`config.mk`:
```
export PLATFORM = sky130hd
export DESIGN_NAME = pc_redirect_unit
export DESIGN_NICKNAME = d
export VERILOG_FILES = /design/src/rtl/pc_redirect_unit_pkg.sv /design/src/rtl/branch_target_gen.sv /design/src/rtl/pc_redirect_unit.sv
export SDC_FILE = /design/constraint.sdc
export NUM_CORES = 1
export LEC_CHECK = 0
export BUFFER_PORTS_ARGS = -buffer_cell sky130_fd_sc_hd__buf_2
export CAP_MARGIN = 20
export CORE_MARGIN = 4
export CORE_UTILIZATION = 25
export CTS_CLUSTER_DIAMETER = 50
export DETAILED_ROUTE_END_ITERATION = 12
export PLACE_DENSITY_LB_ADDON = 0.1
export SYNTH_ARGS = -nofsm -noshare
export SYNTH_HDL_FRONTEND = slang
export SYNTH_SLANG_ARGS = --single-unit
```
`constraint.sdc`:
```
create_clock -name clk -period 6.5 [get_ports clk]
set_input_delay 1.3 -clock clk [delete_from_list [all_inputs] [get_ports clk]]
set_output_delay 1.3 -clock clk [all_outputs]
set_load 0.05 [all_outputs]
```
`src/rtl/pc_redirect_unit_pkg.sv`:
```
// Shared definitions for the PC redirect unit: datapath width, instruction
// size, FSM state encoding and the JALR target helper.
package pc_redirect_unit_pkg;

  localparam int unsigned XLEN        = 32;
  localparam int unsigned INSTR_BYTES = 4;

  typedef enum logic [1:0] {
    S_BOOT  = 2'd0,
    S_RUN   = 2'd1,
    S_FLUSH = 2'd2,
    S_TRAP  = 2'd3
  } pc_state_e;

  // JALR target: base + offset with bit 0 forced to zero
  function automatic logic [XLEN-1:0] jalr_target(input logic [XLEN-1:0] base,
                                                  input logic [XLEN-1:0] ofs);
    logic [XLEN-1:0] sum;
    sum = base + ofs;
    return {sum[XLEN-1:1], 1'b0};
  endfunction

endpackage

```
`src/rtl/branch_target_gen.sv`:
```
// Combinational redirect decision: taken flag, target address and
// instruction-address-misaligned flag for the EX-stage control-flow instruction.
module branch_target_gen
  import pc_redirect_unit_pkg::*;
(
  input  logic            i_branch,
  input  logic            i_is_branch,
  input  logic            i_is_jal,
  input  logic            i_is_jalr,
  input  logic [XLEN-1:0] i_ex_pc,
  input  logic [XLEN-1:0] i_imm,
  input  logic [XLEN-1:0] i_rs1_val,
  output logic            o_taken,
  output logic [XLEN-1:0] o_target,
  output logic            o_misaligned
);

  logic [XLEN-1:0] w_pc_rel_tgt;
  logic [XLEN-1:0] w_jalr_tgt;

  // Select target by decode priority jalr > jal > branch; jal and branch share pc+imm
  always_comb begin
    w_pc_rel_tgt = i_ex_pc + i_imm;
    w_jalr_tgt   = jalr_target(i_rs1_val, i_imm);
    o_taken      = i_is_jalr | i_is_jal | (i_is_branch & i_branch);
    o_target     = i_is_jalr ? w_jalr_tgt : w_pc_rel_tgt;
    o_misaligned = o_target[1];
  end

endmodule

```
`src/rtl/pc_redirect_unit.sv`:
```
// Program counter owner for the RV32I core: sequential fetch with a
// valid/ready handshake, redirect on taken branch/jump with a fixed-length
// flush, and an absorbing trap on a misaligned target.
// Optional build macro REDIRECT_COUNTER_EN adds the redirect_cnt output.
module pc_redirect_unit
  import pc_redirect_unit_pkg::*;
#(
  parameter logic [XLEN-1:0] RESET_VECTOR = 32'h0000_0000,
  parameter int unsigned     FLUSH_CYCLES = 2
) (
  input  logic            clk,
  input  logic            rst,
  input  logic            branch,
  input  logic            is_branch,
  input  logic            is_jal,
  input  logic            is_jalr,
  input  logic [XLEN-1:0] ex_pc,
  input  logic [XLEN-1:0] imm,
  input  logic [XLEN-1:0] rs1_val,
  input  logic            stall,
  input  logic            imem_ready,
  output logic [XLEN-1:0] pc_out,
  output logic            pc_valid,
  output logic            flush,
  output logic [XLEN-1:0] link_addr,
  output logic            misaligned
`ifdef REDIRECT_COUNTER_EN
  ,
  output logic [31:0]     redirect_cnt
`endif
);

  pc_state_e       r_state, w_state_nxt;
  logic [XLEN-1:0] r_pc, w_pc_nxt;
  logic [3:0]      r_cnt, w_cnt_nxt;
  logic            r_mis, w_mis_nxt;

  logic            w_taken;
  logic [XLEN-1:0] w_target;
  logic            w_tgt_mis;

  branch_target_gen u_btg (
    .i_branch     (branch),
    .i_is_branch  (is_branch),
    .i_is_jal     (is_jal),
    .i_is_jalr    (is_jalr),
    .i_ex_pc      (ex_pc),
    .i_imm        (imm),
    .i_rs1_val    (rs1_val),
    .o_taken      (w_taken),
    .o_target     (w_target),
    .o_misaligned (w_tgt_mis)
  );

  // State, PC, flush counter and sticky misaligned flag
  always_ff @(posedge clk) begin
    if (rst) begin
      r_state <= S_BOOT;
      r_pc    <= RESET_VECTOR;
      r_cnt   <= '0;
      r_mis   <= 1'b0;
    end else begin
      r_state <= w_state_nxt;
      r_pc    <= w_pc_nxt;
      r_cnt   <= w_cnt_nxt;
      r_mis   <= w_mis_nxt;
    end
  end

  // Next-state and next-PC selection; a redirect in RUN wins over stall/ready
  always_comb begin
    w_state_nxt = r_state;
    w_pc_nxt    = r_pc;
    w_cnt_nxt   = r_cnt;
    w_mis_nxt   = r_mis;
    case (r_state)
      S_BOOT: w_state_nxt = S_RUN;
      S_RUN: begin
        if (w_taken) begin
          if (w_tgt_mis) begin
            w_state_nxt = S_TRAP;
            w_mis_nxt   = 1'b1;
          end else begin
            w_state_nxt = S_FLUSH;
            w_pc_nxt    = w_target;
            w_cnt_nxt   = 4'(FLUSH_CYCLES - 1);
          end
        end else if (imem_ready && !stall) begin
          w_pc_nxt = r_pc + XLEN'(INSTR_BYTES);
        end
      end
      S_FLUSH: begin
        if (r_cnt == '0) begin
          w_state_nxt = S_RUN;
        end else begin
          w_cnt_nxt = r_cnt - 4'd1;
        end
      end
      S_TRAP: w_state_nxt = S_TRAP;
      default: w_state_nxt = S_BOOT;
    endcase
  end

  // Outputs decoded from state; link address is independent of state
  always_comb begin
    pc_out     = r_pc;
    pc_valid   = (r_state == S_RUN);
    flush      = (r_state == S_FLUSH) || (r_state == S_TRAP);
    misaligned = r_mis;
    link_addr  = ex_pc + XLEN'(INSTR_BYTES);
  end

`ifdef REDIRECT_COUNTER_EN
  logic        w_redirect;
  logic [31:0] r_redirect_cnt;

  // An accepted redirect is one that actually moves the PC to the target
  always_comb begin
    w_redirect = (r_state == S_RUN) && w_taken && !w_tgt_mis;
  end

  // Saturating count of accepted redirects
  always_ff @(posedge clk) begin
    if (rst) begin
      r_redirect_cnt <= '0;
    end else if (w_redirect && (r_redirect_cnt != '1)) begin
      r_redirect_cnt <= r_redirect_cnt + 32'd1;
    end
  end

  assign redirect_cnt = r_redirect_cnt;
`endif

endmodule

```
## Word-level counts from Yosys, hierarchy flattened

Cells that the tools add are included.
W data, S select, Z words.

- Register bits: 39
- Bits of input ports: 104
- Output and inout port bits: 67
- Logic and storage cells: 43

- Add/sub/neg operators: 5
- Equal/unequal tests: 8
- Muxes and demuxes: 12
- Bitwise operators: 3
- Reduce and logical (&&, ||, !) cells: 11

Operators by type and width:

| cell | number |
|---|---|
| $mux W32 | 4 |
| $add A32 B3 Y32 const B | 2 |
| $add A32 B32 Y32 | 2 |
| $mux W4 | 3 |
| $ne A2 B2 Y1 const B | 4 |
| $pmux W2 S4 | 1 |
| $pmux W4 S2 | 1 |
| $reduce_and A3 Y1 | 2 |
| $eq A2 B2 Y1 const B | 2 |
| $logic_not A4 Y1 | 1 |
| $mux W2 | 2 |
| $reduce_and A4 Y1 | 1 |
| $reduce_bool A2 Y1 | 2 |
| $sub A4 B1 Y4 const B | 1 |
| $eq A2 B1 Y1 const B | 1 |
| $logic_not A2 Y1 | 1 |
| $ne A2 B1 Y1 const B | 1 |
| $or A1 B1 Y1 | 2 |
| $reduce_and A2 Y1 | 1 |
| $and A1 B1 Y1 | 1 |
| $logic_and A1 B1 Y1 | 1 |
| $logic_not A1 Y1 | 1 |
| $logic_or A1 B1 Y1 | 1 |
| $mux W1 | 1 |

## Depth between registers and ports, before layout

- Depth in word-level cells: 5
- Depth in mapped cells: 12
- Mapped depth without buffers: 12

## Cells and area by module

A second synthesis with hierarchy kept.

- Cells, all modules: 864
- Area, all modules: 6279.8 µm²

By module, submodules not included:

| module | instances | cells each | area each (µm²) | seq. area each (µm²) |
|---|---|---|---|---|
| branch_target_gen | 1 | 472 | 3334.4 | 0.0 |
| pc_redirect_unit | 1 | 392 | 2945.3 | 780.7 |

## Worst setup path before layout

Ideal clock, no wire load.

- Kind: input-to-output
- Start point: in ex_pc[5]
- End point: out link_addr[29]
- Data arrival time: 3.341 ns
- Required time: 5.200 ns
- Slack: 1.859 ns
- Cell stages on the path: 7
- Buffers on the path: 0
- Cell sequence: and3_1 > and2_1 > nand4_1 > or2_2 > nor3_1 > nand3_1 > xnor2_1

- Cells in the longest elaborated chain, start to end: 1

RTL lines:

| element | line | text |
|---|---|---|
| from (decl) | pc_redirect_unit.sv:17 | `input logic [XLEN-1:0] ex_pc,` |
| $add A32 B3 Y32 | pc_redirect_unit.sv:110 | `link_addr = ex_pc + XLEN'(INSTR_BYTES);` |
| to (decl) | pc_redirect_unit.sv:25 | `output logic [XLEN-1:0] link_addr,` |

Every way passes these cells.

## Worst setup path in the final report

- Start point: in ex_pc[4]
- End point: out link_addr[31]

Same word-level chain as after synthesis.

==> PnR_summary.wiki <==
{| class="wikitable"
! Metric !! Value
|-
| Min-Delay Path Class || register to register
|-
| Cell with the largest stage delay on the worst path || sky130_fd_sc_hd__nor3_1
|-
| H-tree levels || 2
|-
| Die Outline Area || 0.0274 mm²
|-
| Crit Reg-Reg Endpoint || pc_out[25]
|-
| Critical Path Start || ex_pc[4]
|-
| Multi-input gate area in the final layout || between 0.005 and 0.006 mm²
|-
| X dimension of the die || 165 µm
|-
| Ys flop type || sky130_fd_sc_hd__dfxtp_1
|-
| Launching element type of the critical path || input port
|-
| First drt pass iteration count || 5
|-
| Peak Freq || 206 MHz
|-
| # port buffers || 169
|-
| Run status || complete, no violations
|-
| Worst Clk Skew || 5.91 ps
|-
| Initial detailed-routing violation count || roughly 450
|-
| Leak Pwr || between 3 and 4 nW
|-
| Post-CTS setup repair buffer count || 0
|-
| Gr ovfl total || 0
|-
| Ports placed on the boundary || 171
|-
| Via total after detailed routing || 7017
|-
| Hold Path Origin || pc_out[0]
|-
| Clk Latency, worst-skew pair || 290 ps
|-
| Fraction of layout cells with a size suffix above 1 || 19.6%
|-
| Number of pins exceeding their max-slew limit in the final report || 0
|-
| Starting Density || 25.5%
|-
| Endpoints failing setup || 0
|-
| Worst hold margin || about 470 ps
|-
| FF+latch area || 761 µm²
|-
| Final Core Density || between 30 and 40%
|-
| Synthesized net count || 1057
|-
| Launch instance of the worst register-to-register path || pc_out[17]
|-
| Post-detailed-route wirelength per cell || 17.5 µm
|-
| Power after layout || approximately 1.3 mW
|-
| Number of synthesized register bits || 38
|-
| Setup repair after global routing missed its margin || false
|-
| Worst-path cell chain || buf_2 -> and3_1 -> and2_1 -> nand4_1 -> or2_2 -> nor3_1 -> nand3_1 -> xnor2_1 -> buf_2
|-
| Worst path top cell family by delay || simple AND/OR/NAND/NOR gates
|-
| Global-route usage over all layers || 16.9%
|-
| Num Clock Sinks || 38
|-
| Final hold violation count || 0
|-
| Floorplan core area || 0.0243 mm²
|-
| Inserted Clock Buffers || 5
|-
| Synth warn || 0
|-
| Shortest clock period the worst path allows after layout || 4850 ps
|-
| Weighted congestion reported at the end of routability-driven placement || approximately 0.83
|-
| Via count normalized by instance count || 5.16
|-
| Total buffers and inverters traversed by the critical path || 2
|-
| Classification of the worst setup path || input port to output pin
|-
| Setup slack of the most critical reg-to-reg path || roughly 4000 ps
|-
| Fraction of registers with async set or reset after synthesis || 0%
|-
| Delay contributed by the slowest stage of the critical path || 540 ps
|-
| Sum of negative setup slack || 0 ps
|-
| Max_slew headroom || 31.8%
|-
| Final ANT Viol Nets || 0
|-
| Biggest fanout along the worst timing path || 5
|-
| Signed area change from the synthesized netlist to the final layout || 21.4%
|-
| CP Depth || 9
|-
| Clock-pin slew on the worst setup and hold paths || approximately 60 ps
|-
| WP data required || 5200 ps
|-
| Cells resized by post-CTS repair || 0
|-
| Register area share after synthesis || 12.3%
|-
| Final Routed Wirelength || 23.8 mm
|-
| Largest voltage drop on the vdd net || between 0.0001 and 0.00015 V
|-
| Total power divided by cell area || 172 mW/mm²
|-
| CP endpoint || link_addr[31]
|-
| Final worst path period share || approximately three quarters
|-
| Number of max-capacitance violations reported || 0
|-
| Synth unique cells || 72
|-
| Fill cell instance count of the final layout || 2740
|-
| Initial antenna violation count || 3
|-
| Cells on worst reg2reg path || 8
|-
| Gate Count Post-Synth || 887
|-
| Wire length of the first global-routing pass || 37.1 mm
|-
| Detailed-placement wirelength estimate || 19.6 mm
|-
| Rows || 57
|-
| Clock tree from TritonCTS || built
|-
| Worst setup slack before clock tree synthesis || ~1600 ps
|-
| Average cell area after synthesis || 6.98 µm²
|-
| Post-cts hold buffer count || 0
|-
| Y dimension of the die || roughly 170 µm
|-
| Data arrival, critical path || around 3600 ps
|-
| Post-synth EDFFs || 0
|-
| Pin count of the biggest net entering global routing || between 40 and 50
|-
| Final setup slack of the worst path || 1650 ps
|-
| Residual DRC count || 0
|-
| Slew @ Worst Pin || 1020 ps
|-
| Maximum buffer depth of the clock tree || 2
|-
| Cell area after synthesis || roughly 0.0062 mm²
|-
| Root buf cell || sky130_fd_sc_hd__clkbuf_16
|-
| CP most frequent cell || sky130_fd_sc_hd__buf_2
|-
| Net count of the finished layout || about 1200
|-
| Vias in the first global route || 6658
|-
| Crit end category || output pin
|}
[synth_stat cells, types with 10 or more instances]
| master | count | area share [%] |
|---|---|---|
| sky130_fd_sc_hd__clkbuf_1 | 27 | 1.6 |
| sky130_fd_sc_hd__a31oi_1 | 13 | 1.3 |
| sky130_fd_sc_hd__nand4_1 | 20 | 2.0 |
| sky130_fd_sc_hd__ha_1 | 64 | 13 |
| sky130_fd_sc_hd__dfxtp_1 | 38 | 12 |
| sky130_fd_sc_hd__nand3_1 | 40 | 3.2 |
| sky130_fd_sc_hd__nor3_1 | 26 | 2.1 |
| sky130_fd_sc_hd__inv_1 | 24 | 1.5 |
| sky130_fd_sc_hd__o21ai_0 | 61 | 4.9 |
| sky130_fd_sc_hd__and3_1 | 21 | 2.1 |
| sky130_fd_sc_hd__xor2_1 | 28 | 4.0 |
| sky130_fd_sc_hd__and2_1 | 10 | 1.0 |
| sky130_fd_sc_hd__xnor2_1 | 56 | 7.9 |
| sky130_fd_sc_hd__a21o_1 | 31 | 3.8 |
| sky130_fd_sc_hd__nor2_1 | 80 | 4.8 |
| sky130_fd_sc_hd__nand2_1 | 88 | 5.3 |
| sky130_fd_sc_hd__a211oi_1 | 13 | 1.6 |
| sky130_fd_sc_hd__nand2b_1 | 12 | 1.2 |
| sky130_fd_sc_hd__a21oi_1 | 93 | 7.5 |
[layout by cell type, fill, tap and decap left out, drive strengths merged, types with 31 or more instances in the layout]
cell   instances
nand2         88
dfxtp         38
xnor2         56
a21oi         95
nand3         40
buf          176
a21o          31
ha            64
nor2          81
o21ai         64
[cells by family (layout without fill, tap and decap cells)]
family | after synthesis | in the layout | share of synthesized area (%)
buffers and inverters | 60 | 209 | 3.92
multiplexers | 7 | 7 | 1.15
AND/OR/NAND/NOR | 335 | 335 | 26.4
XOR/XNOR | 84 | 84 | 11.9
flip-flops | 38 | 38 | 12.3
AO/OA/AOI/OAI | 296 | 296 | 30.7
other | 1 | 2 | 0.0605
adder cells (fa/ha/maj) | 66 | 66 | 13.6
[per-stage QoR]
| stage | area, µm² | cells |
|---|---|---|
| after global routing | 7520 | 1361 |
| final | 7520 | 1361 |
| after detailed placement | 7350 | 1352 |
| after floorplan | 6190 | 887 |
| after global placement | 7350 | 1352 |
| after CTS | 7520 | 1360 |
[routing by layer]
metal / vias to the layer above / wire (µm) / global-route usage, %
met4: 4 / 294 / 3.04
met2: 187 / 9750 / 24.8
li1: 3587 / - / -
met5: - / 14 / 0
met1: 3219 / 12400 / 26.1
met3: 20 / 1390 / 2.58
[area by class of cell]
cell class | count | area share (%)
Multi-Input combinational cell | 789 | 69.1
Antenna cell | 1 | 0.0333
Tap cell | 324 | 5.39
Clock buffer | 8 | 2.21
Sequential cell | 38 | 10.1
Inverter | 25 | 1.25
Timing Repair Buffer | 176 | 11.9
[worst register-to-register path: stages, from the launching register on]
cell and delay, ps:
sky130_fd_sc_hd__dfxtp_1 430, sky130_fd_sc_hd__and2_1 350, sky130_fd_sc_hd__nand4_1 250, sky130_fd_sc_hd__nor3_1 520
sky130_fd_sc_hd__nand3_1 170, sky130_fd_sc_hd__xor2_1 180, sky130_fd_sc_hd__a22oi_1 100, sky130_fd_sc_hd__nor4b_1 160
sky130_fd_sc_hd__a311o_1 340
[state kept, by name, indices dropped and copies added (netlist names)]
signal,count
r_cnt,4
misaligned,1
pc_out,31
r_state,2
[worst min path at each step]
| stage | end | slack [ps] | depth (start not counted) |
|---|---|---|---|
| floorplan | r_state[1] | 460 | 2 |
| global placement | misaligned | 460 | 2 |
| detailed placement | misaligned | 460 | 2 |
| CTS | misaligned | 480 | 2 |
| global route | pc_out[0] | 510 | 2 |
| finish | pc_out[0] | 470 | 2 |
[power by group]
group / internal [mW] / leakage, nW / switching, mW
clock: 0.174 / 0.0832 / 0.100
sequential: 0.260 / 0.310 / 0.0296
combinational: 0.256 / 2.89 / 0.478
(Power assumes the default switching activity.)
